File: src/rtl/unidad_riesgos_pkg.sv
// Shared definitions for the hazard unit: FSM state encoding and common constants.
package unidad_riesgos_pkg;

  typedef enum logic [1:0] {
    RUN    = 2'd0,
    DRAIN  = 2'd1,
    HALTED = 2'd2
  } estado_t;

  localparam int REG_ZERO      = 0;
  localparam int DRAIN_CYC_DEF = 3;

endpackage

File: src/rtl/unidad_riesgos_contador_perf.sv
// Wrapping performance up-counter; a clear request beats a same-cycle increment.
module contador_perf #(
  parameter int NB_CNT = 32
) (
  input  logic              i_clk,
  input  logic              i_rst_n,
  input  logic              i_inc,
  input  logic              i_clr,
  output logic [NB_CNT-1:0] o_cnt
);

  logic [NB_CNT-1:0] cnt_q;

  always_ff @(posedge i_clk or negedge i_rst_n) begin
    if (!i_rst_n) begin
      cnt_q <= '0;
    end else if (i_clr) begin
      cnt_q <= '0;
    end else if (i_inc) begin
      cnt_q <= cnt_q + NB_CNT'(1);
    end
  end

  assign o_cnt = cnt_q;

endmodule

File: src/rtl/unidad_riesgos.sv
// Stall/flush hazard unit beside ID: load-use and branch-operand stalls, taken-branch
// flushes, HALT drain/freeze, and stall/flush performance counters.
module unidad_riesgos
  import unidad_riesgos_pkg::*;
#(
  parameter int NB_REG    = 5,
  parameter int NB_CNT    = 32,
  parameter int DRAIN_CYC = DRAIN_CYC_DEF
) (
  input  logic              i_clk,
  input  logic              i_rst_n,
  input  logic [NB_REG-1:0] i_rs_ID,
  input  logic [NB_REG-1:0] i_rt_ID,
  input  logic              i_uses_rs_ID,
  input  logic              i_uses_rt_ID,
  input  logic              i_branch_ID,
  input  logic              i_branch_taken,
  input  logic              i_halt_ID,
  input  logic [NB_REG-1:0] i_rd_EX,
  input  logic              i_write_reg_EX,
  input  logic              i_mem_read_EX,
  input  logic [NB_REG-1:0] i_rd_MEM,
  input  logic              i_mem_read_MEM,
  input  logic              i_resume,
  input  logic              i_clr_cnt,
  output logic              o_stall_PC,
  output logic              o_stall_IF_ID,
  output logic              o_flush_ID_EX,
  output logic              o_flush_IF_ID,
  output logic              o_halted,
  output logic [NB_CNT-1:0] o_stall_cnt,
  output logic [NB_CNT-1:0] o_flush_cnt
);

  localparam int NB_DRAIN = (DRAIN_CYC > 1) ? $clog2(DRAIN_CYC) : 1;
  localparam logic [NB_DRAIN-1:0] DRAIN_LOAD = NB_DRAIN'(DRAIN_CYC - 1);
  localparam logic [NB_REG-1:0]   REG_Z      = NB_REG'(REG_ZERO);

  estado_t             state_q, state_d;
  logic [NB_DRAIN-1:0] drainCnt_q, drainCnt_d;
  logic                halted_q;

  logic depEx, depMem;
  logic hazLoadUse, hazBranchEx, hazBranchMem, haz;
  logic freeze, flushIfId, stallInc;

  // Dependence on EX/MEM destination; register zero never creates a dependence.
  assign depEx  = (i_rd_EX  != REG_Z) &&
                  ((i_uses_rs_ID && (i_rs_ID == i_rd_EX)) ||
                   (i_uses_rt_ID && (i_rt_ID == i_rd_EX)));
  assign depMem = (i_rd_MEM != REG_Z) &&
                  ((i_uses_rs_ID && (i_rs_ID == i_rd_MEM)) ||
                   (i_uses_rt_ID && (i_rt_ID == i_rd_MEM)));

  assign hazLoadUse   = i_mem_read_EX && depEx;
  assign hazBranchEx  = i_branch_ID && i_write_reg_EX && depEx;
  assign hazBranchMem = i_branch_ID && i_mem_read_MEM && depMem;
  assign haz          = hazLoadUse | hazBranchEx | hazBranchMem;

  always_ff @(posedge i_clk or negedge i_rst_n) begin
    if (!i_rst_n) begin
      state_q    <= RUN;
      drainCnt_q <= '0;
      halted_q   <= 1'b0;
    end else begin
      state_q    <= state_d;
      drainCnt_q <= drainCnt_d;
      halted_q   <= (state_d == HALTED);
    end
  end

  always_comb begin
    state_d    = state_q;
    drainCnt_d = drainCnt_q;
    freeze     = 1'b0;
    flushIfId  = 1'b0;
    stallInc   = 1'b0;
    case (state_q)
      RUN: begin
        if (haz) begin
          freeze   = 1'b1;
          stallInc = 1'b1;
        end else begin
          flushIfId = i_branch_taken;
          if (i_halt_ID) begin
            state_d    = DRAIN;
            drainCnt_d = DRAIN_LOAD;
          end
        end
      end
      DRAIN: begin
        freeze = 1'b1;
        if (drainCnt_q == '0) begin
          state_d = HALTED;
        end else begin
          drainCnt_d = drainCnt_q - NB_DRAIN'(1);
        end
      end
      HALTED: begin
        freeze = 1'b1;
        if (i_resume) begin
          state_d = RUN;
        end
      end
      default: begin
        state_d    = RUN;
        drainCnt_d = '0;
      end
    endcase
  end

  // Control outputs are forced low while reset is held, regardless of hazard inputs.
  assign o_stall_PC    = i_rst_n & freeze;
  assign o_stall_IF_ID = i_rst_n & freeze;
  assign o_flush_ID_EX = i_rst_n & freeze;
  assign o_flush_IF_ID = i_rst_n & flushIfId;
  assign o_halted      = halted_q;

  contador_perf #(.NB_CNT(NB_CNT)) u_cnt_stall (
    .i_clk   (i_clk),
    .i_rst_n (i_rst_n),
    .i_inc   (stallInc),
    .i_clr   (i_clr_cnt),
    .o_cnt   (o_stall_cnt)
  );

  contador_perf #(.NB_CNT(NB_CNT)) u_cnt_flush (
    .i_clk   (i_clk),
    .i_rst_n (i_rst_n),
    .i_inc   (flushIfId),
    .i_clr   (i_clr_cnt),
    .o_cnt   (o_flush_cnt)
  );

endmodule

File: config.mk
export PLATFORM = sky130hd
export DESIGN_NAME = unidad_riesgos
export DESIGN_NICKNAME = d
export VERILOG_FILES = /design/src/rtl/unidad_riesgos_pkg.sv /design/src/rtl/unidad_riesgos_contador_perf.sv /design/src/rtl/unidad_riesgos.sv
export SDC_FILE = /design/constraint.sdc
export NUM_CORES = 1
export LEC_CHECK = 0
export ABC_CLOCK_PERIOD_IN_PS = 7800
export BUFFER_PORTS_ARGS = -buffer_cell sky130_fd_sc_hd__buf_2
export CAP_MARGIN = 20
export CORE_MARGIN = 5
export CORE_UTILIZATION = 50
export CTS_BUF_LIST = sky130_fd_sc_hd__clkbuf_4
export DETAILED_ROUTE_END_ITERATION = 8
export PLACE_DENSITY = 0.78
export SYNTH_ARGS = -nofsm -noshare
export SYNTH_HDL_FRONTEND = slang
export SYNTH_HIERARCHICAL = 1
export SYNTH_SLANG_ARGS = --single-unit
File: constraint.sdc
create_clock -name i_clk -period 7.8 [get_ports i_clk]
set_clock_uncertainty 0.15 [all_clocks]
set_input_delay 0.78 -clock i_clk [delete_from_list [all_inputs] [get_ports i_clk]]
set_output_delay 0.78 -clock i_clk [all_outputs]
set_load 0.1 [all_outputs]
==> run summary, run 1 <==
Yosys reg bits -> 69
GRT Total Usage -> 0.1938
GRT met2 Usage -> 0.3248
Total negative slack -> 0 ns
Cts hold-fix bufs -> 0
Synth top area cells -> dfrtp_1 43%, xnor2_1 7.3%, a21oi_1 5.4%
Syn Inst Count -> 434
Kind of end point of the critical path -> primary output
Peak supply drop -> 0.2188 mV
Post-synth EDFFs -> 0
Mapped Area -> 4060 µm²
1st-iter DRT viols -> 132
Crit share post-route -> 0.4899
Setup violators final -> 0
Row cnt -> 32
Top-area cell type share of the netlist area -> 0.4253
Via/cell ratio -> 5.848
Top FF cell, synth -> dfrtp_1
Root Driver -> clkbuf_4
Dpl hpwl -> 6.504 mm
Post-Route WL -> 9.340 mm
Reg clk slew, reported paths -> 0.10 ns
Final nets -> 559
Critical path arrival -> 2.89 ns
Clk sink count -> 69
CTS tree -> done
Largest net degree at the start of global routing -> 72
CTS HTree Levels -> 3
Wire per inst -> 14.90 µm
GR met3 Demand/Resource -> 0.02710
Antenna cells -> 0
Grt total ovfl -> 0
Rel. slew slack -> 0.4028
Hold WC Path Type -> flop to flop
Maximum net fanout on the critical path -> 7
CTS buffer count -> 9
Clk Latency, worst-skew pair -> 0.40 ns
Count of unique library cells instantiated by Yosys -> 40
Tmin final -> 3.822 ns
Yosys warning count -> 6
RSZ-0062 raised after global routing -> no
Layout area overhead -> 16.43%
Setup Fix Bufs, Post-CTS -> 0
Yosys top cell by area -> dfrtp_1
Post-route ant nets -> 0
TritonRoute pass-1 iters -> 4
Fillers -> 715
IO buf count -> 100
Vias -> 3667
Asr flop ratio synth -> 1.000
Core footprint -> 7807 µm²
Commonest cells post-synth -> 69 x dfrtp_1, 44 x a21oi_1, 34 x xnor2_1
Vias in the first global route -> 3621
Max-slew violation count -> 0
Cell Pwr Density -> 189.6 nW/µm²
Syn_area_per_cell -> 9.355 µm²
Top-count cell post-synth -> dfrtp_1
Worst Max-Slew Pin Slew -> 0.8959 ns
Max Cap Viol -> 0
Layer with the highest usage -> met2
Critical path required time -> 6.87 ns
Sequential area share after synthesis -> 0.4253
Critical path type -> primary input to primary output
DRC Markers -> 0
Grt met1 use -> 0.2503
Leak pwr -> 0.002069 µW
Chip Height -> 100.1 µm
Run status -> complete, no violations
Global-route wire length before repair -> 16.30 mm
Synthesized net count -> 473
Die area -> 10020 µm²
Fmax -> 0.2617 GHz
Clock Tree Buf Depth -> 2
GP Congestion -> 0.8245
Share of layout cells above drive strength 1 -> 0.2400
Startpoint Class -> primary input
Fin. Hold Viols -> 0
Layout Utilization -> 0.6054
DIE WIDTH -> 100.1 µm
Antenna violations before repair -> 0
Hold WS -> 0.4000 ns
# resized after CTS -> 0
Total I/O pin count -> 101
Initial cell density of the core -> 0.5200
where the power goes:
| part | switching [µW] | internal, µW | leakage [µW] |
|---|---|---|---|
| Combinational | 176 | 73.1 | 0.00103 |
| Clock | 130 | 133 | 0.0000786 |
| Sequential | 13.5 | 371 | 0.000957 |
| Total | 320 | 577 | 0.00207 |
worst max-delay path: stages:
cell and delay (ns):
buf_2 0.12, or3_1 0.37, o311a_1 0.32, a22oi_1 0.29, and3_1 0.41, and2_1 0.17
buf_2 0.42
placed cells by master, fill, tap and decap left out, drive strengths merged, types with 2 or more instances in the layout:
cell type,instances
nor2,28
xor2,8
o211a,4
o22ai,3
nor4,8
dfrtp,69
nor3,5
nand2,33
o21ai,18
ha,7
bufinv,2
o211ai,2
clkinvlp,3
or4,26
clkbuf,10
inv,19
mux2i,3
buf,102
nand3,12
o2111ai,2
or3,19
xnor2,34
and4,8
nand3b,2
nor2b,3
a21oi,44
o31ai,25
nand4,16
cells by family after synthesis:
logic type,count (synthesis),share of synthesized area
AO/OA/AOI/OAI,105,0.1757
XOR/XNOR,42,0.09060
adder cells (fa/ha/maj),7,0.02157
buffers and inverters,46,0.05177
flip-flops,69,0.4253
multiplexers,3,0.007396
AND/OR/NAND/NOR,162,0.2277
area by class of cell:
cell class                      count  area, µm²  area share
Multi-Input combinational cell    319       2123      0.4492
Sequential cell                    69       1727      0.3653
Timing Repair Buffer              102      515.5      0.1091
Tap cell                          102      127.6     0.02700
Clock inverter                      6      87.58     0.01853
Clock buffer                       10      75.07     0.01588
Inverter                           19      71.32     0.01509
state kept, by name, indices dropped and copies added (netlist names):
name,cells
state_q,2
o_halted,1
u_cnt_flush/o_cnt,32
u_cnt_stall/o_cnt,32
drainCnt_q,2
worst paths after layout:
check	slack [ns]	depth (start not counted)	start	to
worst max-delay path	3.98	7	i_rd_MEM[0]	o_flush_IF_ID
worst min-delay path	0.40	1	drainCnt_q[1]$_DFFE_PN0P_	drainCnt_q[1]$_DFFE_PN0P_
worst max register to register	4.47	7	state_q[1]$_DFF_PN0_	u_cnt_stall/o_cnt[25]$_DFFE_PN0P_
worst min register to register	0.40	1	drainCnt_q[1]$_DFFE_PN0P_	drainCnt_q[1]$_DFFE_PN0P_
max in group asynchronous	6.50	2	i_rst_n	u_cnt_flush/o_cnt[31]$_DFFE_PN0P_
min in group asynchronous	0.42	2	i_rst_n	u_cnt_stall/o_cnt[3]$_DFFE_PN0P_
per-layer routing:
layer,wire [µm],part of all wire
met3,406,0.043
met5,0,0
met1,4114,0.44
met4,230,0.025
met2,4588,0.49
per-stage QoR:
step	setup WS, ns	instance area, µm²	total power [µW]	cells
floorplan	4.124	4060	601.5	434
global placement	3.762	4564	634.1	611
detailed placement	3.662	4564	641.1	611
CTS	3.971	4727	907.3	627
global route	3.803	4727	942.6	627
finish	3.978	4727	896.4	627
(Power assumes the default switching activity.)
==> inputs of run 2 (changes only) <==
ABC_CLOCK_PERIOD_IN_PS = 3800   (was 7800)
clock period = 3.8 ns   (was 7.8 ns; I/O delays follow)
==> run 2 against run 1 <==
Critical path depth is 2 higher. Clock power rose by 42%. Flip-flop and latch count is the same.
==> run summary, run 2 (synthesis gave the netlist of run 1 again) <==
Clk Latency, worst-skew pair -> 0.39 ns (about the same)
Chip Height -> 100.1 µm (unchanged)
Critical path type -> primary input to flop
RSZ-0062 raised after global routing -> no
Setup violators final -> 0 (unchanged)
Critical path required time -> 3.96 ns (-2.91 ns)
Rel. slew slack -> 0.6043 (+0.2015)
Root Driver -> clkbuf_4
Die area -> 10020 µm² (unchanged)
Largest net degree at the start of global routing -> 38 (-47%)
Setup Fix Bufs, Post-CTS -> 0 (unchanged)
Max-slew violation count -> 0 (unchanged)
Run status -> complete, no violations
Post-Route WL -> 9.759 mm (+4.5%)
Wire per inst -> 15.44 µm (+3.7%)
Hold WS -> 0.3315 ns (-0.06849 ns)
Clk sink count -> 69 (unchanged)
Total negative slack -> 0 ns (unchanged)
Maximum net fanout on the critical path -> 17 (+10)
Most frequent CP cell -> or3_1
Post-route ant nets -> 0 (unchanged)
Final nets -> 566 (+1.3%)
Tmin final -> 3.200 ns
Hold WC Path Type -> primary input to flop
Max Cap Viol -> 0 (unchanged)
Peak supply drop -> 0.3548 mV (+62%)
Antenna cells -> 0 (unchanged)
FF-to-FF Start -> state_q[1]$_DFF_PN0_
CTS buffer count -> 9 (unchanged)
Grt total ovfl -> 0 (unchanged)
Cell Pwr Density -> 358.1 nW/µm² (+89%)
Total I/O pin count -> 101 (unchanged)
Leak pwr -> 0.002080 µW (+0.53%)
GP Congestion -> 0.8180 (-0.79%)
Kind of end point of the critical path -> flop
1st-iter DRT viols -> 165 (+25%)
TritonRoute pass-1 iters -> 4 (unchanged)
Vias in the first global route -> 3622 (+0.028%)
Most frequent cells in the layout -> 100 x buf_2, 69 x dfrtp_1, 44 x a21oi_1
Fillers -> 704 (-1.5%)
# resized after CTS -> 0 (unchanged)
Fin. Hold Viols -> 0 (unchanged)
Clock Tree Buf Depth -> 2 (unchanged)
Global-route wire length before repair -> 16.49 mm (+1.1%)
Cts hold-fix bufs -> 1 (+1)
Antenna violations before repair -> 0 (unchanged)
Vias -> 3665 (-0.055%)
Fmax -> 0.3125 GHz
Register-to-register setup slack -> 0.73 ns (-3.74 ns)
Reg clk slew, reported paths -> 0.10 ns (about the same)
CTS HTree Levels -> 3 (unchanged)
Layout area overhead -> 16.06%
DIE WIDTH -> 100.1 µm (unchanged)
Startpoint Class -> primary input
Share of layout cells above drive strength 1 -> 0.2415 (+0.001509)
Total power -> 1687 µW (+88%)
Worst R2R Path Depth -> 7 (unchanged)
Critical path arrival -> 3.36 ns (+0.47 ns)
Worst flop-to-flop path endpoint -> u_cnt_stall/o_cnt[26]$_DFFE_PN0P_
Via/cell ratio -> 5.799 (-0.85%)
Cell depth of the worst hold path -> 4 (+3)
Worst Max-Slew Pin Slew -> 0.5936 ns (-0.3023 ns)
IO buf count -> 100 (unchanged)
CP Cell Sequence -> buf_2 -> or3_1 -> o311a_1 -> a22oi_1 -> and3_1 -> o2111ai_4 -> or3_1 -> or4_1 -> a21oi_1
Row cnt -> 32 (unchanged)
Leading cell type in the layout, fill and taps excluded -> buf_2
GRT Total Usage -> 0.1975 (+0.003645)
DRC Markers -> 0 (unchanged)
Core footprint -> 7807 µm² (unchanged)
CP peak stage delay -> 0.65 ns (+0.23 ns)
Hold Path Origin -> i_halt_ID
CP max stage cell -> or3_1
Initial cell density of the core -> 0.5200 (unchanged)
CTS tree -> done
Dpl hpwl -> 7.053 mm (+8.4%)
Worst Hold Endpoint -> state_q[0]$_DFF_PN0_
Crit share post-route -> 0.8422
==> run 2: area by class of cell <==
type	instances	area (µm²)	area share
multi-input cells	319	2123	0.4506
flip-flops and latches	69	1727	0.3664
repair buffers	109	570.5	0.1211
well taps	102	127.6	0.02708
clock buffers	10	75.07	0.01593
inverters	19	71.32	0.01514
clock inverters	4	17.52	0.003717
==> run 2: where the power goes <==
group          internal [µW]  switching, µW  total, µW  leakage (µW)
registers                761           28.5        789      0.000957
clock network            129            245        374     0.0000570
logic                    156            368        525       0.00107
total                   1050            641       1690       0.00208
==> run 2: how the worst max path moves through the flow <==
stage	startpoint	endpoint	slack, ns	cells past startpoint
2_1_floorplan	i_rd_MEM[0]	u_cnt_flush/o_cnt[27]$_DFFE_PN0P_	0.61	10
3_3_place_gp	i_rd_MEM[0]	u_cnt_flush/o_cnt[31]$_DFFE_PN0P_	0.33	9
6_report	i_rd_MEM[0]	u_cnt_flush/o_cnt[29]$_DFFE_PN0P_	0.60	9
3_5_place_dp	i_rd_MEM[0]	u_cnt_flush/o_cnt[29]$_DFFE_PN0P_	0.25	9
4_1_cts	i_rd_MEM[0]	u_cnt_flush/o_cnt[26]$_DFFE_PN0P_	0.63	9
5_1_grt	i_rd_MEM[0]	u_cnt_flush/o_cnt[26]$_DFFE_PN0P_	0.45	9
==> run 2: critical path, delay by kind of cell <==
kind | cells | cell delay (ns)
AO/OA/AOI/OAI | 4 | 0.92
buffers and inverters | 1 | 0.12
AND/OR/NAND/NOR | 4 | 1.93
==> run 2: stage by stage <==
step,setup slack (ns),util,std cells,cell area (µm²)
4_1_cts,0.6289,0.6035,632,4712
2_1_floorplan,0.6144,-,434,4060
5_1_grt,0.4531,0.6035,632,4712
6_report,0.5995,0.6035,632,4712
3_3_place_gp,0.3309,0.5904,617,4609
3_5_place_dp,0.2458,0.5904,617,4609
==> run 2: layer usage <==
layer / share of wire / wire length (µm) / global-route usage / vias to the layer above
li1: - / - / - / 1783
met1: 0.45 / 4374 / 0.2516 / 1760
met2: 0.49 / 4785 / 0.3371 / 108
met3: 0.046 / 451 / 0.03266 / 14
met4: 0.015 / 147 / 0.07461 / 0
met5: 0 / 0 / 0 / -
